**src/rtl/seg7_pkg.sv**
```systemverilog
// seg7_pkg: shared definitions for the 7-segment scan driver.
//   - segment bit order (bit 0 = a ... bit 6 = g)
//   - the sixteen active-high digit patterns and the blank pattern
//   - polarity helper used when driving common-anode parts
package seg7_pkg;

    localparam int SEG_A = 0;
    localparam int SEG_B = 1;
    localparam int SEG_C = 2;
    localparam int SEG_D = 3;
    localparam int SEG_E = 4;
    localparam int SEG_F = 5;
    localparam int SEG_G = 6;

    typedef logic [6:0] seg_t;

    localparam seg_t SEG_BLANK = 7'h00;

    // Active-high patterns indexed by nibble value: 0-9, then A b C d E F.
    localparam seg_t SEG_PAT [16] = '{
        7'h3F, 7'h06, 7'h5B, 7'h4F, 7'h66, 7'h6D, 7'h7D, 7'h07,
        7'h7F, 7'h6F, 7'h77, 7'h7C, 7'h39, 7'h5E, 7'h79, 7'h71
    };

    // Convert an active-high pattern to the pin level of the target part.
    function automatic seg_t seg_pol(input seg_t pat, input bit active_low);
        seg_t res;
        if (active_low) begin
            res = ~pat;
        end else begin
            res = pat;
        end
        return res;
    endfunction

endpackage

```
**src/rtl/seg7_scan_driver_if.sv**
```systemverilog
// seg7_scan_driver_if: display-data bundle between the datapath and the driver.
//   enable, load, value, dp_in, blank_lz : datapath -> driver
//   seg, dp, an, frame                   : driver -> pins / datapath
interface seg7_scan_driver_if #(
    parameter int DIGITS = 4
);
    logic                  enable;
    logic                  load;
    logic [4*DIGITS-1:0]   value;
    logic [DIGITS-1:0]     dp_in;
    logic                  blank_lz;
    logic [6:0]            seg;
    logic                  dp;
    logic [DIGITS-1:0]     an;
    logic                  frame;

    modport master (
        output enable, load, value, dp_in, blank_lz,
        input  seg, dp, an, frame
    );

    modport slave (
        input  enable, load, value, dp_in, blank_lz,
        output seg, dp, an, frame
    );
endinterface

```
**src/rtl/seg7_decode.sv**
```systemverilog
// seg7_decode: combinational nibble -> active-high 7-segment pattern.
//   nibble  : value 0..15
//   pattern : segments a..g (bit 0 = a); 10-15 blank unless HEX_EN
module seg7_decode
    import seg7_pkg::*;
#(
    parameter bit HEX_EN = 1'b1
) (
    input  logic [3:0] nibble,
    output seg_t       pattern
);

    // Table lookup, with the hex range optionally blanked.
    always_comb begin
        pattern = SEG_BLANK;
        if (!HEX_EN && (nibble > 4'd9)) begin
            pattern = SEG_BLANK;
        end else begin
            pattern = SEG_PAT[nibble];
        end
    end

endmodule

```
**src/rtl/seg7_scan_driver.sv**
```systemverilog
// seg7_scan_driver: time-multiplexed driver for DIGITS 7-segment digits.
//   clk, rst_n : clock, asynchronous active-low reset
//   bus        : seg7_scan_driver_if.slave
//                in : enable, load, value[4*DIGITS], dp_in[DIGITS], blank_lz
//                out: seg[7], dp, an[DIGITS] (one-hot), frame (frame-start pulse)
// Loads go to a pending buffer; the active buffer (value, dp, blank_lz)
// is refreshed only at frame start so a frame never mixes two values.
// Outputs are registered from the next-state index and next active buffer,
// so seg/dp/an change on the same edge as the index.
module seg7_scan_driver
    import seg7_pkg::*;
#(
    parameter int DIGITS         = 4,
    parameter int DIV            = 50000,
    parameter bit HEX_EN         = 1'b1,
    parameter bit SEG_ACTIVE_LOW = 1'b0,
    parameter bit AN_ACTIVE_LOW  = 1'b0
) (
    input  logic               clk,
    input  logic               rst_n,
    seg7_scan_driver_if.slave  bus
);

    localparam int IW = (DIGITS > 1) ? $clog2(DIGITS) : 1;
    localparam int PW = (DIV > 1) ? $clog2(DIV) : 1;
    localparam logic [IW-1:0]     IDX_LAST = IW'(DIGITS - 1);
    localparam logic [PW-1:0]     PRE_LAST = PW'(DIV - 1);
    localparam seg_t              SEG_OFF  = {7{SEG_ACTIVE_LOW}};
    localparam logic              DP_OFF   = SEG_ACTIVE_LOW;
    localparam logic [DIGITS-1:0] AN_OFF   = {DIGITS{AN_ACTIVE_LOW}};

    logic [PW-1:0]         presc_r, presc_nxt_s;
    logic [IW-1:0]         idx_r, idx_nxt_s;
    logic [4*DIGITS-1:0]   pend_val_r, act_val_r, src_val_s, act_val_nxt_s;
    logic [DIGITS-1:0]     pend_dp_r, act_dp_r, src_dp_s, act_dp_nxt_s;
    logic                  act_blz_r, act_blz_nxt_s;
    logic                  en_d_r;
    logic                  rise_s, wrap_s, fstart_s;
    logic [3:0]            nib_s;
    logic                  dp_sel_s, any_nz_s, suppress_s;
    seg_t                  pat_s;
    seg_t                  seg_r;
    logic                  dp_r, frame_r;
    logic [DIGITS-1:0]     an_r;

    // Scan sequencing: frame-start detection and next prescaler/index.
    always_comb begin
        rise_s      = bus.enable & ~en_d_r;
        wrap_s      = bus.enable & en_d_r & (presc_r == PRE_LAST);
        fstart_s    = rise_s | (wrap_s & (idx_r == IDX_LAST));
        presc_nxt_s = presc_r;
        idx_nxt_s   = idx_r;
        if (!bus.enable || rise_s) begin
            presc_nxt_s = '0;
            idx_nxt_s   = '0;
        end else if (wrap_s) begin
            presc_nxt_s = '0;
            if (idx_r == IDX_LAST) begin
                idx_nxt_s = '0;
            end else begin
                idx_nxt_s = idx_r + IW'(1);
            end
        end else begin
            presc_nxt_s = presc_r + PW'(1);
            idx_nxt_s   = idx_r;
        end
    end

    // Buffer steering: a load coinciding with frame start bypasses to active.
    always_comb begin
        if (bus.load) begin
            src_val_s = bus.value;
            src_dp_s  = bus.dp_in;
        end else begin
            src_val_s = pend_val_r;
            src_dp_s  = pend_dp_r;
        end
        if (fstart_s) begin
            act_val_nxt_s = src_val_s;
            act_dp_nxt_s  = src_dp_s;
            act_blz_nxt_s = bus.blank_lz;
        end else begin
            act_val_nxt_s = act_val_r;
            act_dp_nxt_s  = act_dp_r;
            act_blz_nxt_s = act_blz_r;
        end
    end

    // Select the upcoming digit and find any nonzero nibble at or above it.
    always_comb begin
        nib_s    = 4'h0;
        dp_sel_s = 1'b0;
        any_nz_s = 1'b0;
        for (int k = 0; k < DIGITS; k++) begin
            if (IW'(k) == idx_nxt_s) begin
                nib_s    = act_val_nxt_s[4*k +: 4];
                dp_sel_s = act_dp_nxt_s[k];
            end else begin
                nib_s    = nib_s;
            end
            if ((IW'(k) >= idx_nxt_s) && (act_val_nxt_s[4*k +: 4] != 4'h0)) begin
                any_nz_s = 1'b1;
            end else begin
                any_nz_s = any_nz_s;
            end
        end
        // Digit 0 is always shown, even when the whole value is zero.
        suppress_s = act_blz_nxt_s & (idx_nxt_s != '0) & ~any_nz_s;
    end

    seg7_decode #(
        .HEX_EN (HEX_EN)
    ) u_decode (
        .nibble  (nib_s),
        .pattern (pat_s)
    );

    // Counter, enable-history and buffer registers.
    always_ff @(posedge clk or negedge rst_n) begin
        if (!rst_n) begin
            presc_r    <= '0;
            idx_r      <= '0;
            en_d_r     <= 1'b0;
            pend_val_r <= '0;
            pend_dp_r  <= '0;
            act_val_r  <= '0;
            act_dp_r   <= '0;
            act_blz_r  <= 1'b0;
        end else begin
            presc_r    <= presc_nxt_s;
            idx_r      <= idx_nxt_s;
            en_d_r     <= bus.enable;
            pend_val_r <= src_val_s;
            pend_dp_r  <= src_dp_s;
            act_val_r  <= act_val_nxt_s;
            act_dp_r   <= act_dp_nxt_s;
            act_blz_r  <= act_blz_nxt_s;
        end
    end

    // Registered pin outputs, inactive while disabled or in reset.
    always_ff @(posedge clk or negedge rst_n) begin
        if (!rst_n) begin
            seg_r   <= SEG_OFF;
            dp_r    <= DP_OFF;
            an_r    <= AN_OFF;
            frame_r <= 1'b0;
        end else if (!bus.enable) begin
            seg_r   <= SEG_OFF;
            dp_r    <= DP_OFF;
            an_r    <= AN_OFF;
            frame_r <= 1'b0;
        end else begin
            seg_r   <= seg_pol(suppress_s ? SEG_BLANK : pat_s, SEG_ACTIVE_LOW);
            dp_r    <= dp_sel_s ^ DP_OFF;
            an_r    <= (DIGITS'(1) << idx_nxt_s) ^ AN_OFF;
            frame_r <= fstart_s;
        end
    end

    assign bus.seg   = seg_r;
    assign bus.dp    = dp_r;
    assign bus.an    = an_r;
    assign bus.frame = frame_r;

endmodule

```
**src/flat_wrapper.sv**
```systemverilog
// flat-port wrapper written by rule: the top's interface ports become plain ports
module seg7_scan_driver_flat import seg7_pkg::*;
#(
    parameter int DIGITS         = 4,
    parameter int DIV            = 50000,
    parameter bit HEX_EN         = 1'b1,
    parameter bit SEG_ACTIVE_LOW = 1'b0,
    parameter bit AN_ACTIVE_LOW  = 1'b0
)
  (clk, rst_n, bus_enable, bus_load, bus_value, bus_dp_in, bus_blank_lz, bus_seg, bus_dp, bus_an, bus_frame);
  seg7_scan_driver_if #(.DIGITS(DIGITS)) bus_i ();
  input  logic clk;
  input  logic rst_n;
  input wire logic [$bits(bus_i.enable)-1:0] bus_enable;
  input wire logic [$bits(bus_i.load)-1:0] bus_load;
  input wire logic [$bits(bus_i.value)-1:0] bus_value;
  input wire logic [$bits(bus_i.dp_in)-1:0] bus_dp_in;
  input wire logic [$bits(bus_i.blank_lz)-1:0] bus_blank_lz;
  output wire logic [$bits(bus_i.seg)-1:0] bus_seg;
  output wire logic [$bits(bus_i.dp)-1:0] bus_dp;
  output wire logic [$bits(bus_i.an)-1:0] bus_an;
  output wire logic [$bits(bus_i.frame)-1:0] bus_frame;
  assign bus_i.enable = bus_enable;
  assign bus_i.load = bus_load;
  assign bus_i.value = bus_value;
  assign bus_i.dp_in = bus_dp_in;
  assign bus_i.blank_lz = bus_blank_lz;
  assign bus_seg = bus_i.seg;
  assign bus_dp = bus_i.dp;
  assign bus_an = bus_i.an;
  assign bus_frame = bus_i.frame;
  seg7_scan_driver #(.DIGITS(DIGITS), .DIV(DIV), .HEX_EN(HEX_EN), .SEG_ACTIVE_LOW(SEG_ACTIVE_LOW), .AN_ACTIVE_LOW(AN_ACTIVE_LOW)) u_core (.clk(clk), .rst_n(rst_n), .bus(bus_i));
endmodule
```
**config.mk**
```make
export PLATFORM = sky130hd
export DESIGN_NAME = seg7_scan_driver_flat
export DESIGN_NICKNAME = d
export VERILOG_FILES = /design/src/rtl/seg7_pkg.sv /design/src/rtl/seg7_scan_driver_if.sv /design/src/rtl/seg7_decode.sv /design/src/rtl/seg7_scan_driver.sv /design/src/flat_wrapper.sv
export SDC_FILE = /design/constraint.sdc
export NUM_CORES = 1
export LEC_CHECK = 0
export BUFFER_PORTS_ARGS = -buffer_cell sky130_fd_sc_hd__buf_2
export CAP_MARGIN = 20
export CORE_MARGIN = 1.5
export CORE_UTILIZATION = 40
export CTS_CLUSTER_SIZE = 14
export DETAILED_ROUTE_END_ITERATION = 7
export HOLD_SLACK_MARGIN = 0.08
export PLACE_DENSITY_LB_ADDON = 0.25
export SYNTH_ARGS = -nofsm -noshare
export SYNTH_HDL_FRONTEND = slang
export SYNTH_SLANG_ARGS = --single-unit
```
**constraint.sdc**
```tcl
create_clock -name clk -period 4.7 [get_ports clk]
set_input_delay 0.47 -clock clk [delete_from_list [all_inputs] [get_ports clk]]
set_output_delay 0.47 -clock clk [all_outputs]
set_load 0.005 [all_outputs]
```
-- Word-level counts from Yosys, hierarchy flattened
Memories as Yosys holds them, arrays and structs flattened.
Cells that the tools add are included.
- $add $sub $neg: 2
- $lt $le $gt $ge: 5
- eq/ne operators: 5
- shift operators: 1
- mux-type cells: 29
- bitwise gates (word level): 10
- reductions and logical operators: 12
- operator list (operator ; number):
    16-bit 2-to-1 mux ; 4
    4-bit 2-to-1 mux ; 7
    7-bit 2-to-1 mux ; 4
    16-bit by 1-bit adder with 16-bit output (second input constant) ; 1
    16-bit == test (second input constant) ; 1
    4-bit nonzero test ; 4
    1-bit 2-to-1 mux ; 11
    1-bit AND ; 6
    2-bit 2-to-1 mux ; 3
    5-bit >= comparator (second input constant) ; 1
    4-bit NOT with 5-bit output ; 1
    2-bit == test (first input constant) ; 2
    1-bit by 2-bit >= comparator with 1-bit output (first input constant) ; 2
    2-bit >= comparator (first input constant) ; 2
    1-bit logical AND ; 4
    1-bit by 2-bit << shifter with 4-bit output (first input constant) ; 1
    2-bit by 1-bit adder with 2-bit output (second input constant) ; 1
    1-bit by 2-bit == test with 1-bit output (first input constant) ; 1
    2-bit == test (second input constant) ; 1
    2-bit logical NOT ; 1
    1-bit NOT ; 2
    2-bit nonzero test ; 1
    1-bit logical NOT ; 1
    1-bit logical OR ; 1
    1-bit OR ; 1
- register bits after elaboration: 73
- memory bits (read-only): 112
- logic and storage cells: 77
- memories: 1
- memories (memory ; depth ; width ; read ports ; clocked after memory_dff ; write ports ; line ; text):
    (name not given) ; 16 ; 7 ; 1 ; 0 ; 0 ; seg7_decode.sv:19 ; pattern = SEG_PAT[nibble];

-- Depth between registers and ports, before layout
Gate-level depths: netlist of the first run.
- depth in word-level cells: 15
- depth in mapped cells: 17
- depth with buffers taken out: 13

-- Hierarchy
A second synthesis of the first run with hierarchy kept.
- cell total of the unflattened synthesis: 271
- area total of the unflattened synthesis: 3427.0 um^2
- modules (own cells, without submodules) (module ; instances ; cells an instance ; area an instance (um^2) ; seq. area each (um^2)):
    seg7_scan_driver ; 1 ; 238 ; 3144.3 ; 1826.8
    seg7_decode ; 1 ; 33 ; 282.8 ; 0.0

-- Worst setup path after synthesis of the first run
OpenSTA, ideal clock, no wires.
- kind: register -> register
- from: register u_core.presc_r[0]
- to: register u_core.seg_r[3] (netlist: u_core.bus.seg[3])
- setup time: 0.119 ns
- arrival time: 3.130 ns
- required time: 4.581 ns
- slack: 1.451 ns
- cell stages (with the launch flop): 17
- clock period less this slack: 3.249 ns
- cells stage by stage: dfrtp_1 -> ha_1 -> and3_1 -> buf_6 -> and4_4 -> a32o_1 -> buf_6 -> buf_12 -> buf_2 -> mux2i_1 -> mux2i_1 -> mux2i_1 -> ha_1 -> and2_1 -> mux2i_1 -> a31oi_1 -> o21ba_2
- cells in the longest elaborated chain, start to end: 15
- elaborated cells on any way between the ends: 42
- ends and longest elaborated chain (what ; line ; text):
    from (decl) ; seg7_scan_driver.sv:32 ; logic [PW-1:0] presc_r, presc_nxt_s;
    from (signal assigned) ; seg7_scan_driver.sv:130 ; presc_r <= presc_nxt_s;
    16-bit == test (*) ; seg7_scan_driver.sv:49 ; wrap_s = bus.enable & en_d_r & (presc_r == PRE_LAST);
    1-bit AND (*) ; seg7_scan_driver.sv:49 ;
    1-bit AND or 2-bit 2-to-1 mux (tied branches) ; seg7_scan_driver.sv:50, seg7_scan_driver.sv:56 ;
    1-bit OR or 2-bit 2-to-1 mux (tied branches) ; seg7_scan_driver.sv:50, seg7_scan_driver.sv:53 ;
    16-bit 2-to-1 mux or 2-bit logical NOT (tied branches) ; seg7_scan_driver.sv:78, seg7_scan_driver.sv:95 ;
    4-bit 2-to-1 mux or 4-bit nonzero test (tied branches) ; seg7_scan_driver.sv:95, seg7_scan_driver.sv:101 ;
    4-bit 2-to-1 mux or 1-bit logical AND (tied branches) ; seg7_scan_driver.sv:95, seg7_scan_driver.sv:101 ;
    4-bit 2-to-1 mux or 1-bit 2-to-1 mux (tied branches) (2 in series) ; seg7_scan_driver.sv:95, seg7_scan_driver.sv:101 ;
    4-bit NOT with 5-bit output (not written as such) or 1-bit 2-to-1 mux (tied branches) ; seg7_decode.sv:19, seg7_scan_driver.sv:101 ;
    memory read 16 x 7 bit or 1-bit 2-to-1 mux (tied branches) ; n/a ;
    7-bit 2-to-1 mux (not written as such) or 1-bit NOT (tied branches) ; seg7_decode.sv:19, seg7_scan_driver.sv:108 ;
    7-bit 2-to-1 mux (not written as such) or 1-bit AND (tied branches) ; seg7_decode.sv:19, seg7_scan_driver.sv:108 ;
    7-bit 2-to-1 mux (*) ; seg7_scan_driver.sv:154 ; seg_r <= seg_pol(suppress_s ? SEG_BLANK : pat_s, SEG_ACTIVE_LOW);
    7-bit 2-to-1 mux (*) ; seg7_scan_driver.sv:148 ; end else if (!bus.enable) begin
    to (signal assigned) ; seg7_scan_driver.sv:154 ;
    to (decl) ; seg7_scan_driver.sv:42 ; seg_t seg_r;
Mark *: on every way between the ends. The rest lies on a longest branch, timed or not. The select of a mux whose other input is x is not followed.

-- Final worst setup path of the first run
- from: register u_core.presc_r[0]
- to: register u_core.seg_r[6] (netlist: u_core.bus.seg[6])
Same word-level chain as after synthesis.

==> impl_results.rst, run 1 <==
.. list-table::
   :header-rows: 1

   * - Metric
     - Value
   * - Unrepaired setup endpoints after global routing
     - false
   * - DRC marker count from the first detailed-route iteration
     - 92
   * - Overall die width
     - 95.8 µm
   * - Synthesized Nets
     - 307
   * - Post-route cell area
     - 3930 µm²
   * - Worst Path Class, Setup
     - register to register
   * - FF/Latch Area
     - 1830 µm²
   * - 1st-pass router iterations
     - 4
   * - Syn Std Cell Area
     - 3440 µm²
   * - Clock tree sinks
     - 73
   * - Endpoint required time on the critical path
     - 4930 ps
   * - Pins Over Slew Limit
     - 0
   * - Number of placement rows
     - 33
   * - Maximum vdd ir drop
     - 0.187 mV
   * - Count of endpoints failing hold in the final timing report
     - 0
   * - Post-CTS setup buffer count
     - 0
   * - Number of buffers on the longest clock path
     - 2
   * - Pin count of the biggest net entering global routing
     - 41
   * - Final cycle utilization of the critical path
     - 83.3%
   * - Total routed wirelength
     - 6.12 mm
   * - Highest Clock Rate
     - 0.256 GHz
   * - HPWL after detailed placement
     - 4.26 mm
   * - Final min period
     - 3910 ps
   * - Remaining design rule violation count
     - 0
   * - RePlAce Congestion
     - 0.792
   * - Post-synthesis average cell area
     - 12.6 µm²
   * - First-pass GRT wire length
     - 10.4 mm
   * - Worst skew pair latency
     - 350 ps
   * - Full die area
     - 9180 µm²
   * - Area delta synth->final
     - 14.1%
   * - Sequential cell area fraction in the yosys report
     - 53.0%
   * - Antenna Cells
     - 0
   * - Routed vias
     - 2149
   * - Max-cap check violation count
     - 0
   * - Fraction of registers with async set or reset after synthesis
     - 100%
   * - Ratio of cells with drive above 1 in the final layout
     - 31.7%
   * - CTS root buffer
     - sky130_fd_sc_hd__clkbuf_8
   * - EDFF count, synth
     - 0
   * - H-tree lvl count
     - 3
   * - Most used DFF post-synth
     - sky130_fd_sc_hd__dfrtp_1
   * - Critical path capture point type
     - register
   * - Kind of path behind the tightest hold check
     - primary input to async pin
   * - Clock tree from TritonCTS
     - done
   * - Chip Height
     - 95.8 µm
   * - Cell count of the worst reg-to-reg path
     - 13
   * - Count of warnings emitted by yosys
     - 0
   * - Placed Instance Area
     - 3710 µm²
   * - Top library cells by usage in the layout, fill and taps aside
     - sky130_fd_sc_hd__dfrtp_1 (73), sky130_fd_sc_hd__buf_2 (37), sky130_fd_sc_hd__mux2_2 (30)
   * - Critical Path Fanout Max
     - 14
   * - Setup tns final
     - 0 ps
   * - Relative slew margins
     - 49.2%
   * - Number of buffers added to fix hold violations after cts
     - 0
   * - Clock Pin Slew Worst Setup and Hold Paths
     - 80 ps
   * - Actual transition at the worst max-transition pin
     - 762 ps
   * - Layout fillers
     - 760
   * - Multi-input combinational cell area
     - 1480 µm²
   * - Floorplan Core Area
     - 8260 µm²
   * - Net count of the finished layout
     - 350
   * - Antenna violations before repair
     - 0
   * - Number of global-route vias before repair
     - 2196
   * - Initial core utilization
     - 41.7%
   * - Post-Synthesis Cells
     - 274
   * - Leakage power of the design
     - 1.87 nW
   * - Number of CTS-inserted buffers
     - 9
   * - Number of gates given a new drive strength after cts
     - 0
   * - Top-level I/O count
     - 38
   * - Number of routed nets with antenna violations
     - 0
   * - Outcome
     - finished, final reports clean
   * - GRT Overall Usage
     - 15.1%
   * - Number of distinct library cells after synthesis
     - 49
   * - Power density of the placed cells
     - 385 nW/µm²
   * - CP Launch Type
     - register
   * - Global route total overflow
     - 0
   * - Most common cell after layout, fill and taps aside
     - sky130_fd_sc_hd__dfrtp_1
   * - Setup violation total in the final timing report
     - 0
   * - Flip-flop and latch count after synthesis
     - 73
   * - Via count normalized by instance count
     - 5.03
   * - Signal arrival time at the worst endpoint
     - 4140 ps
   * - Final worst clock skew
     - 7.98 ps
   * - R2R setup slack
     - 790 ps
   * - # port buffers
     - 37
   * - Routed wire length per instance
     - 14.3 µm
-- path summary, 6_finish.rpt --
path	to	start
setup / recovery	u_core.bus.seg[6]	u_core.presc_r[0]
hold / removal	u_core.pend_val_r[5]	rst_n
setup reg to reg	u_core.bus.seg[6]	u_core.presc_r[0]
hold reg to reg	u_core.presc_r[0]	u_core.presc_r[0]
max in group asynchronous	u_core.presc_r[8]	rst_n
min in group clk	u_core.en_d_r	bus_enable
-- worst max-delay path: stages, from the launching register on --
cell and delay, ps:
sky130_fd_sc_hd__dfrtp_1 380, sky130_fd_sc_hd__ha_1 190, sky130_fd_sc_hd__and3_1 250, sky130_fd_sc_hd__and4_4 260, sky130_fd_sc_hd__a32o_1 660, sky130_fd_sc_hd__mux2i_1 400, sky130_fd_sc_hd__mux2i_1 140, sky130_fd_sc_hd__mux2i_1 480
sky130_fd_sc_hd__inv_1 170, sky130_fd_sc_hd__ha_1 250, sky130_fd_sc_hd__nand2_1 70, sky130_fd_sc_hd__o22ai_1 90, sky130_fd_sc_hd__a21o_1 170, sky130_fd_sc_hd__a221oi_1 280
-- stage by stage --
step	total power [mW]	util, %	hold WS, ps	cells	worst slack [ps]
2_1_floorplan	0.916	-	174	274	1450
3_3_place_gp	0.988	44.9	435	410	846
3_5_place_dp	0.991	44.9	463	410	722
4_1_cts	1.53	47.5	193	426	712
5_1_grt	1.59	47.6	229	427	413
6_report	1.51	47.6	182	427	786
-- final cells by class --
type | count | share of cell area [%]
multi-input combinational | 174 | 37.5
timing repair buffer | 41 | 5.48
clock inverter | 4 | 1.97
tap | 105 | 3.34
inverter | 18 | 1.72
clock buffer | 12 | 3.44
sequential | 73 | 46.5
-- cell usage after synthesis (2+ instances only) --
| library cell | n | area [µm²] |
|---|---|---|
| sky130_fd_sc_hd__a21oi_1 | 2 | 10.0 |
| sky130_fd_sc_hd__dfrtp_1 | 73 | 1830 |
| sky130_fd_sc_hd__xnor2_1 | 6 | 52.6 |
| sky130_fd_sc_hd__buf_6 | 3 | 33.8 |
| sky130_fd_sc_hd__and3_1 | 6 | 37.5 |
| sky130_fd_sc_hd__a41oi_1 | 2 | 17.5 |
| sky130_fd_sc_hd__mux2i_4 | 2 | 45.0 |
| sky130_fd_sc_hd__xor2_1 | 8 | 70.1 |
| sky130_fd_sc_hd__mux2_2 | 30 | 338 |
| sky130_fd_sc_hd__nor4b_2 | 2 | 30.0 |
| sky130_fd_sc_hd__nand4_1 | 2 | 12.5 |
| sky130_fd_sc_hd__nor4_1 | 2 | 12.5 |
| sky130_fd_sc_hd__inv_1 | 16 | 60.1 |
| sky130_fd_sc_hd__o21ai_0 | 3 | 15.0 |
| sky130_fd_sc_hd__mux2i_1 | 21 | 210 |
| sky130_fd_sc_hd__a31oi_1 | 3 | 18.8 |
| sky130_fd_sc_hd__or3_1 | 3 | 18.8 |
| sky130_fd_sc_hd__nor2_1 | 24 | 90.1 |
| sky130_fd_sc_hd__a221oi_1 | 3 | 26.3 |
| sky130_fd_sc_hd__nand3_1 | 9 | 45.0 |
| sky130_fd_sc_hd__ha_1 | 8 | 100 |
| sky130_fd_sc_hd__inv_2 | 2 | 7.51 |
| sky130_fd_sc_hd__clkbuf_1 | 3 | 11.3 |
| sky130_fd_sc_hd__mux2_4 | 6 | 90.1 |
| sky130_fd_sc_hd__nand2_1 | 8 | 30.0 |
| sky130_fd_sc_hd__and2_1 | 2 | 12.5 |
| sky130_fd_sc_hd__nor3_1 | 3 | 15.0 |
-- flip-flops by register name, indices dropped and copies added (netlist names) --
name	cells
u_core.act_blz_r	1
u_core.idx_r	2
u_core.bus.seg	7
u_core.bus.dp	1
u_core.act_dp_r	4
u_core.en_d_r	1
u_core.bus.an	4
u_core.pend_dp_r	4
u_core.pend_val_r	16
u_core.presc_r	16
u_core.bus.frame	1
u_core.act_val_r	16
-- kinds of logic after synthesis --
family,Yosys count,share of synthesized area (%)
AOI/OAI and AO/OA,28,6.79
DFF,73,53.0
xor gates and xnor gates,14,3.56
buffers and inverters,27,4.14
adders and majority gates,8,2.91
muxes,59,19.8
and+or+nand+nor,65,9.74
-- power breakdown --
group / internal, mW / leakage, nW / switching (mW)
clock: 0.302 / 0.105 / 0.233
combinational: 0.124 / 0.854 / 0.142
sequential: 0.694 / 0.910 / 0.0177
total: 1.12 / 1.87 / 0.393
-- layer usage --
metal	share of wire (%)	track usage (%)
met1	50	19.9
met2	44	22.4
met3	3.5	3.32
met4	2.6	9.19
met5	0	0
No activity file was read; power rests on OpenSTA's default activity.
==> run 2, diff against run 1 <==
--- a/config.mk
+++ b/config.mk
@@ -5,6 +5,7 @@
 export SDC_FILE = /design/constraint.sdc
 export NUM_CORES = 1
 export LEC_CHECK = 0
+export ABC_AREA = 1
 export BUFFER_PORTS_ARGS = -buffer_cell sky130_fd_sc_hd__buf_2
 export CAP_MARGIN = 20
 export CORE_MARGIN = 1.5
==> constraint.sdc (replaced) <==
create_clock -name clk -period 3.8 [get_ports clk]
set_input_delay 0.38 -clock clk [delete_from_list [all_inputs] [get_ports clk]]
set_output_delay 0.38 -clock clk [all_outputs]
set_load 0.005 [all_outputs]
==> run 2 against run 1 <==
Effect of this change:
- clock skew fell by 0.99 ps
- area after synthesis grew 2.9%
- hold slack lost 69 ps
==> impl_results.rst, run 2 <==
.. list-table::
   :header-rows: 1

   * - Metric
     - Value
   * - CP Launch Type
     - register (unchanged)
   * - Max stage delay on crit path
     - 350 ps (was 660 ps)
   * - HPWL after detailed placement
     - 5.05 mm (was 4.26 mm)
   * - Maximum vdd ir drop
     - 0.158 mV (was 0.187 mV)
   * - Synth area leader
     - sky130_fd_sc_hd__dfrtp_1 (unchanged)
   * - Sequential cell area fraction in the yosys report
     - 51.5% (was 53.0%)
   * - 1st-pass router iterations
     - 4 (unchanged)
   * - Cell types occupying the most area after synthesis
     - sky130_fd_sc_hd__dfrtp_1 (52%), sky130_fd_sc_hd__nand2_1 (10%), sky130_fd_sc_hd__inv_1 (5.8%) (was sky130_fd_sc_hd__dfrtp_1 (53%), sky130_fd_sc_hd__mux2_2 (9.8%), sky130_fd_sc_hd__mux2i_1 (6.1%))
   * - Number of distinct library cells after synthesis
     - 35 (was 49)
   * - Post-synthesis average cell area
     - 8.76 µm² (was 12.6 µm²)
   * - Count of warnings emitted by yosys
     - 0 (unchanged)
   * - Net count of the finished layout
     - 479 (was 350)
   * - Relative slew margins
     - 47.3% (was 49.2%)
   * - Area delta synth->final
     - 12.5% (was 14.1%)
   * - Antenna violations before repair
     - 0 (unchanged)
   * - Signal arrival time at the worst endpoint
     - 2960 ps (was 4140 ps)
   * - Power density of the placed cells
     - 412 nW/µm² (was 385 nW/µm²)
   * - Flip-flop and latch count after synthesis
     - 73 (unchanged)
   * - Overall die width
     - 97.2 µm (was 95.8 µm)
   * - Outcome
     - finished, final reports clean (unchanged)
   * - Proportion of total power due to net switching
     - 27.8% (was 26.0%)
   * - Pins Over Slew Limit
     - 0 (unchanged)
   * - Top-level I/O count
     - 38 (unchanged)
   * - Switch Pwr
     - 457 µW (was 393 µW)
   * - Final total power
     - 1.64 mW (was 1.51 mW)
   * - CTS root buffer
     - sky130_fd_sc_hd__clkbuf_8 (unchanged)
   * - Sequential power share
     - 52.4% (was 47.0%)
   * - Pin count of the biggest net entering global routing
     - 39 (was 41)
   * - Max-cap check violation count
     - 0 (unchanged)
   * - Unrepaired setup endpoints after global routing
     - false (unchanged)
   * - Endpoint required time on the critical path
     - 4030 ps (was 4930 ps)
   * - Top library cells by usage in the layout, fill and taps aside
     - sky130_fd_sc_hd__nand2_1 (94), sky130_fd_sc_hd__dfrtp_1 (73), sky130_fd_sc_hd__inv_1 (55) (was sky130_fd_sc_hd__dfrtp_1 (73), sky130_fd_sc_hd__buf_2 (37), sky130_fd_sc_hd__mux2_2 (30))
   * - Clock Power Share
     - 32.8% (was 35.4%)
   * - Dominant delay contributor by cell family on the critical path
     - simple AND/OR/NAND/NOR gates (was compound AO/OA/AOI/OAI gates)
   * - Via count normalized by instance count
     - 4.76 (was 5.03)
   * - Setup tns final
     - 0 ps (unchanged)
   * - H-tree lvl count
     - 3 (unchanged)
   * - Chip Height
     - 97.2 µm (was 95.8 µm)
   * - Critical-path cell with the highest stage delay
     - sky130_fd_sc_hd__dfrtp_1 (was sky130_fd_sc_hd__a32o_1)
   * - Actual transition at the worst max-transition pin
     - 790 ps (was 762 ps)
   * - Highest Clock Rate
     - 0.366 GHz (was 0.256 GHz)
   * - Internal Dissipation
     - 1.19 mW (was 1.12 mW)
   * - Number of buffers added to fix hold violations after cts
     - 0 (unchanged)
   * - Routed wire length per instance
     - 12.1 µm (was 14.3 µm)
   * - Number of placement rows
     - 34 (was 33)
   * - Area fraction of the dominant cell type after synthesis
     - 51.5% (was 53.0%)
   * - Layout Utilization
     - 46.2% (was 47.6%)
   * - Setup violation total in the final timing report
     - 0 (unchanged)
   * - First-pass GRT wire length
     - 12.3 mm (was 10.4 mm)
   * - GRT Overall Usage
     - 16.1% (was 15.1%)
   * - Kind of path behind the tightest hold check
     - primary input to async pin (unchanged)
   * - Number of CTS-inserted buffers
     - 9 (unchanged)
   * - Final worst clock skew
     - 6.99 ps (was 7.98 ps)
   * - Remaining design rule violation count
     - 0 (unchanged)
   * - Layout fillers
     - 890 (was 760)
   * - Synthesized Nets
     - 438 (was 307)
   * - Worst skew pair latency
     - 350 ps (about the same)
   * - Logic gate share of total power
     - 14.8% (was 17.6%)
   * - Syn Std Cell Area
     - 3550 µm² (was 3440 µm²)
   * - Post-CTS setup buffer count
     - 0 (unchanged)
   * - Number of buffers and inverters on the critical path
     - 1 (unchanged)
   * - Floorplan Core Area
     - 8640 µm² (was 8260 µm²)
   * - Critical Path Fanout Max
     - 25 (was 14)
   * - Most common cell after layout, fill and taps aside
     - sky130_fd_sc_hd__nand2_1 (was sky130_fd_sc_hd__dfrtp_1)
   * - Fraction of registers with async set or reset after synthesis
     - 100% (unchanged)
   * - Clock tree from TritonCTS
     - done (unchanged)
   * - Registers with the highest flip-flop counts
     - u_core.act_val_r x16, u_core.pend_val_r x16, u_core.presc_r x16 (unchanged)
   * - Full die area
     - 9440 µm² (was 9180 µm²)
   * - # port buffers
     - 37 (unchanged)
   * - CP cell instances
     - ha_1, nand3_1, nor2_2, nand3_4, nand2_4, nand2_1, o21ai_2, inv_2, nand2_1, nand4_1, ha_1, nor3_1, nor2_1 (was ha_1, and3_1, and4_4, a32o_1, mux2i_1, mux2i_1, mux2i_1, inv_1, ha_1, nand2_1, o22ai_1, a21o_1, a221oi_1)
   * - Final min period
     - 2730 ps (was 3910 ps)
   * - Count of endpoints failing hold in the final timing report
     - 0 (unchanged)
   * - Final cycle utilization of the critical path
     - 71.9% (was 83.3%)
   * - Worst Path Class, Setup
     - register to register (unchanged)
   * - Leakage power of the design
     - 2.03 nW (was 1.87 nW)
   * - Initial core utilization
     - 41.1% (was 41.7%)
   * - Global route total overflow
     - 0 (unchanged)
   * - Number of routed nets with antenna violations
     - 0 (unchanged)
   * - Non-filler cells, final
     - 559 (was 427)
   * - RePlAce Congestion
     - 0.782 (was 0.792)
   * - Number of global-route vias before repair
     - 2705 (was 2196)
   * - Post-Synthesis Cells
     - 405 (was 274)
   * - Most used DFF post-synth
     - sky130_fd_sc_hd__dfrtp_1 (unchanged)
   * - Number of buffers on the longest clock path
     - 2 (unchanged)
   * - Number of gates given a new drive strength after cts
     - 0 (unchanged)
   * - Ratio of cells with drive above 1 in the final layout
     - 22.0% (was 31.7%)
   * - Ranking of synthesized cells by instance count
     - sky130_fd_sc_hd__nand2_1 (94), sky130_fd_sc_hd__dfrtp_1 (73), sky130_fd_sc_hd__inv_1 (55) (was sky130_fd_sc_hd__dfrtp_1 (73), sky130_fd_sc_hd__mux2_2 (30), sky130_fd_sc_hd__nor2_1 (24))
   * - Clock tree sinks
     - 73 (unchanged)
   * - Critical path capture point type
     - register (unchanged)
   * - DRC marker count from the first detailed-route iteration
     - 92 (unchanged)
   * - EDFF count, synth
     - 0 (unchanged)
   * - Total routed wirelength
     - 6.79 mm (was 6.12 mm)
   * - Clock Pin Slew Worst Setup and Hold Paths
     - 80 ps (about the same)
   * - Post-placement cell count
     - 543 (was 410)
   * - Count leader, synth
     - sky130_fd_sc_hd__nand2_1 (was sky130_fd_sc_hd__dfrtp_1)
   * - Antenna Cells
     - 0 (unchanged)
   * - Routed vias
     - 2663 (was 2149)
run 2: kinds of logic (layout without fill, tap and decap cells):
logic type,after synthesis,in the layout,synth area share (%)
AOI/OAI and AO/OA,31,31,4.73
xor gates and xnor gates,3,3,0.741
and+or+nand+nor,202,202,27.1
muxes,15,15,4.66
adders and majority gates,8,8,2.82
buffers and inverters,73,119,8.47
DFF,73,73,51.5
run 2: final timing paths:
check | startpoint | to | slack [ps] | cells past startpoint
max in group asynchronous | rst_n | u_core.pend_val_r[7] | 2700 | 2
min in group clk | bus_enable | u_core.en_d_r | 180 | 1
worst min register to register | u_core.act_dp_r[1] | u_core.act_dp_r[1] | 490 | 2
worst max-delay path | u_core.presc_r[0] | u_core.bus.seg[2] | 1070 | 13
worst min-delay path | rst_n | u_core.pend_dp_r[3] | 110 | 1
worst max register to register | u_core.presc_r[0] | u_core.bus.seg[2] | 1070 | 13
run 2: final cells by class:
type | count | area [µm²] | share of cell area [%]
clock buffers | 11 | 141 | 3.54
clock inverters | 5 | 31.3 | 0.784
inverters | 65 | 244 | 6.11
multi-input cells | 259 | 1420 | 35.6
flip-flops and latches | 73 | 1830 | 45.8
well taps | 108 | 135 | 3.39
repair buffers | 38 | 193 | 4.83
run 2: power groups by stage:
stage / logic, mW / registers (mW) / clock network, mW
final: 0.244 / 0.862 / 0.539
after global routing: 0.282 / 0.869 / 0.591
after global placement: 0.243 / 0.875 / 0
after CTS: 0.249 / 0.862 / 0.557
after floorplan: 0.165 / 0.876 / 0
after detailed placement: 0.247 / 0.878 / 0
run 2: layer usage:
layer | track usage, % | vias to the layer above | wire length [µm]
li1 | - | 1351 | -
met1 | 20.5 | 1260 | 3280
met2 | 26.4 | 41 | 3150
met3 | 3.60 | 11 | 225
met4 | 7.02 | 0 | 128
met5 | 0 | - | 0
run 2: through the flow:
step	hold slack (ps)	setup slack (ps)	area (µm²)
after floorplan	84.4	1500	3550
after global placement	458	1150	3820
after detailed placement	470	1030	3820
after CTS	136	1020	3990
after global routing	174	726	3990
final	112	1070	3990
run 2: worst register-to-register path, cell delays in order, from the launching register on:
cell and delay [ps]:
sky130_fd_sc_hd__dfrtp_1 350, sky130_fd_sc_hd__ha_1 190, sky130_fd_sc_hd__nand3_1 130, sky130_fd_sc_hd__nor2_2 260, sky130_fd_sc_hd__nand3_4 230, sky130_fd_sc_hd__nand2_4 300
sky130_fd_sc_hd__nand2_1 110, sky130_fd_sc_hd__o21ai_2 90, sky130_fd_sc_hd__inv_2 50, sky130_fd_sc_hd__nand2_1 90, sky130_fd_sc_hd__nand4_1 190, sky130_fd_sc_hd__ha_1 320
sky130_fd_sc_hd__nor3_1 220, sky130_fd_sc_hd__nor2_1 90
==> run 3, diff against run 2 <==
--- a/config.mk
+++ b/config.mk
@@ -5,7 +5,7 @@
 export SDC_FILE = /design/constraint.sdc
 export NUM_CORES = 1
 export LEC_CHECK = 0
-export ABC_AREA = 1
+export ABC_AREA = 0
 export BUFFER_PORTS_ARGS = -buffer_cell sky130_fd_sc_hd__buf_2
 export CAP_MARGIN = 20
 export CORE_MARGIN = 1.5
==> constraint.sdc (replaced) <==
create_clock -name clk -period 2.8 [get_ports clk]
set_input_delay 0.28 -clock clk [delete_from_list [all_inputs] [get_ports clk]]
set_output_delay 0.28 -clock clk [all_outputs]
set_load 0.005 [all_outputs]
==> run 3 against run 2 <==
Effect of this change:
- the flow now finishes with violations (negative setup slack)
- non-clock buffer count grew 73
- final cell count shrank 11%
- final area grew 21%
- critical path depth grew 1
- combinational power grew to 2.9 times the previous value
- maximum frequency shrank 11%
- wire length grew 8.7%
- clock power grew 74%
- largest power group unchanged
==> impl_results.rst, run 3 (same netlist as run 1, synthesis figures left out) <==
.. list-table::
   :header-rows: 1

   * - Metric
     - Value
   * - Signal arrival time at the worst endpoint
     - 3320 ps (was 2960 ps)
   * - Routed vias
     - 2422 (was 2663)
   * - Setup tns final
     - -1250 ps (was 0 ps)
   * - Highest Clock Rate
     - 0.326 GHz (was 0.366 GHz)
   * - Setup violation total in the final timing report
     - 7 (was 0)
   * - Most common cell after layout, fill and taps aside
     - sky130_fd_sc_hd__dfrtp_1 (was sky130_fd_sc_hd__nand2_1)
   * - Final worst clock skew
     - 9.65 ps (was 6.99 ps)
   * - Net count of the finished layout
     - 420 (was 479)
   * - Antenna violations before repair
     - 0 (unchanged)
   * - Maximum vdd ir drop
     - 0.271 mV (was 0.158 mV)
   * - DRC marker count from the first detailed-route iteration
     - 72 (was 92)
   * - Via count normalized by instance count
     - 4.87 (was 4.76)
   * - Antenna Cells
     - 0 (unchanged)
   * - CTS root buffer
     - sky130_fd_sc_hd__clkbuf_8 (unchanged)
   * - Layout Utilization
     - 58.7% (was 46.2%)
   * - Non-filler cells, final
     - 497 (was 559)
   * - Number of placement rows
     - 33 (was 34)
   * - Remaining design rule violation count
     - 0 (unchanged)
   * - GRT Overall Usage
     - 17.9% (was 16.1%)
   * - Registers with the highest flip-flop counts
     - u_core.act_val_r x16, u_core.pend_val_r x16, u_core.presc_r x16 (unchanged)
   * - Endpoint required time on the critical path
     - 3050 ps (was 4030 ps)
   * - Routed wire length per instance
     - 14.8 µm (was 12.1 µm)
   * - Number of CTS-inserted buffers
     - 9 (unchanged)
   * - Number of global-route vias before repair
     - 2548 (was 2705)
   * - Final critical-path setup slack
     - -271 ps (was 1070 ps)
   * - Clock Pin Slew Worst Setup and Hold Paths
     - 80 ps (about the same)
   * - Chip Height
     - 95.8 µm (was 97.2 µm)
   * - Multi-input combinational cell area
     - 1750 µm² (was 1420 µm²)
   * - Worst Path Class, Setup
     - register to register (unchanged)
   * - # port buffers
     - 37 (unchanged)
   * - Actual transition at the worst max-transition pin
     - 852 ps (was 790 ps)
   * - Layout fillers
     - 662 (was 890)
   * - Clock tree from TritonCTS
     - done (unchanged)
   * - Max stage delay on crit path
     - 390 ps (was 350 ps)
   * - Final cycle utilization of the critical path
     - 110% (was 71.9%)
   * - Global route total overflow
     - 0 (unchanged)
   * - H-tree lvl count
     - 3 (unchanged)
   * - Relative slew margins
     - 43.2% (was 47.3%)
   * - Count of endpoints failing hold in the final timing report
     - 0 (unchanged)
   * - Critical-path cell with the highest stage delay
     - sky130_fd_sc_hd__dfrtp_1 (unchanged)
   * - Dominant delay contributor by cell family on the critical path
     - multiplexers (was simple AND/OR/NAND/NOR gates)
   * - Unrepaired setup endpoints after global routing
     - true (was false)
   * - Critical path capture point type
     - register (unchanged)
   * - 1st-pass router iterations
     - 4 (unchanged)
   * - HPWL after detailed placement
     - 4.92 mm (was 5.05 mm)
   * - Floorplan Core Area
     - 8260 µm² (was 8640 µm²)
   * - Top-level I/O count
     - 38 (unchanged)
   * - FF/Latch Area
     - 1830 µm² (unchanged)
   * - Full die area
     - 9180 µm² (was 9440 µm²)
   * - Number of routed nets with antenna violations
     - 0 (unchanged)
   * - First-pass GRT wire length
     - 12.2 mm (was 12.3 mm)
   * - Max-cap check violation count
     - 0 (unchanged)
   * - Violated checks
     - negative setup slack
   * - Outcome
     - complete, but fails checks (was finished, final reports clean)
   * - Number of buffers and inverters on the critical path
     - 2 (was 1)
   * - Min Hold Slack
     - 171 ps (was 112 ps)
   * - Pin count of the biggest net entering global routing
     - 39 (unchanged)
   * - CP cell instances
     - ha_2, and3_4, and4_4, a32o_2, buf_12, mux2_4, mux2_4, mux2i_4, inv_2, ha_4, nand2_2, o22ai_2, a21o_1, a221oi_2 (was ha_1, nand3_1, nor2_2, nand3_4, nand2_4, nand2_1, o21ai_2, inv_2, nand2_1, nand4_1, ha_1, nor3_1, nor2_1)
   * - Initial core utilization
     - 41.7% (was 41.1%)
   * - Overall die width
     - 95.8 µm (was 97.2 µm)
   * - RePlAce Congestion
     - 0.852 (was 0.782)
   * - Power density of the placed cells
     - 589 nW/µm² (was 412 nW/µm²)
   * - Area delta synth->final
     - 40.6% (was 12.5%)
   * - Number of buffers on the longest clock path
     - 2 (unchanged)
   * - Clock tree sinks
     - 73 (unchanged)
   * - Leakage power of the design
     - 2.28 nW (was 2.03 nW)
   * - Ratio of cells with drive above 1 in the final layout
     - 53.8% (was 22.0%)
   * - Top library cells by usage in the layout, fill and taps aside
     - sky130_fd_sc_hd__dfrtp_1 (73), sky130_fd_sc_hd__buf_4 (60), sky130_fd_sc_hd__buf_2 (37) (was sky130_fd_sc_hd__nand2_1 (94), sky130_fd_sc_hd__dfrtp_1 (73), sky130_fd_sc_hd__inv_1 (55))
   * - Pins Over Slew Limit
     - 0 (unchanged)
   * - Kind of path behind the tightest hold check
     - primary input to register (was primary input to async pin)
   * - Final min period
     - 3070 ps (was 2730 ps)
   * - Post-placement cell count
     - 462 (was 543)
   * - Most used cell along the critical path
     - sky130_fd_sc_hd__mux2_4
   * - CP Launch Type
     - register (unchanged)
   * - Worst skew pair latency
     - 350 ps (about the same)
   * - Critical Path Fanout Max
     - 6 (was 25)
   * - Total routed wirelength
     - 7.38 mm (was 6.79 mm)
-- run 3: metal layers --
layer | vias to the layer above | GRT usage, % | share of wire, %
li1 | 1191 | - | -
met2 | 42 | 27.9 | 47
met3 | 15 | 3.95 | 3.1
met1 | 1174 | 23.8 | 48
met4 | 0 | 7.60 | 2.4
met5 | - | 0 | 0
-- run 3: path summary, 6_finish.rpt --
check / from / endpoint / depth (start not counted) / slack (ps)
worst max-delay path: u_core.presc_r[0] / u_core.bus.seg[6] / 14 / -270
worst min-delay path: bus_dp_in[0] / u_core.pend_dp_r[0] / 2 / 170
worst max register to register: u_core.presc_r[0] / u_core.bus.seg[6] / 14 / -270
worst min register to register: u_core.act_val_r[2] / u_core.act_val_r[2] / 2 / 480
max in group asynchronous: rst_n / u_core.bus.seg[4] / 3 / 1540
min in group asynchronous: rst_n / u_core.bus.frame / 2 / 570
-- run 3: area by class of cell --
type | count | area share [%]
flip-flops and latches | 73 | 37.7
multi-input cells | 174 | 36.1
repair buffers | 111 | 17.4
clock buffers | 10 | 2.84
well taps | 105 | 2.71
clock inverters | 6 | 1.86
inverters | 18 | 1.39
-- run 3: per-stage QoR --
stage | instance area (µm²) | setup WS, ps | power, mW
3_3_place_gp | 4170 | -390 | 1.76
4_1_cts | 4680 | -207 | 2.81
3_5_place_dp | 4170 | -377 | 1.77
6_report | 4840 | -271 | 2.85
5_1_grt | 4840 | -382 | 3.01
2_1_floorplan | 3480 | -362 | 1.55
-- run 3: report_power, final --
group	switching [mW]	total, mW	leakage, nW	internal [mW]
sequential	0.0391	1.20	0.910	1.17
clock	0.410	0.939	0.113	0.529
combinational	0.328	0.711	1.26	0.383
total	0.777	2.85	2.28	2.08
-- run 3: repair_timing --
action | in CTS | in global routing
pin swaps | 11 | 9
cloned | 1 | 0
setup buffers | 10 | 8
setup endpoints to repair | 7 | 7
hold buffers | 1 | 0
endpoints found under the hold margin | 35 | 0
gates resized for setup | 34 | 23
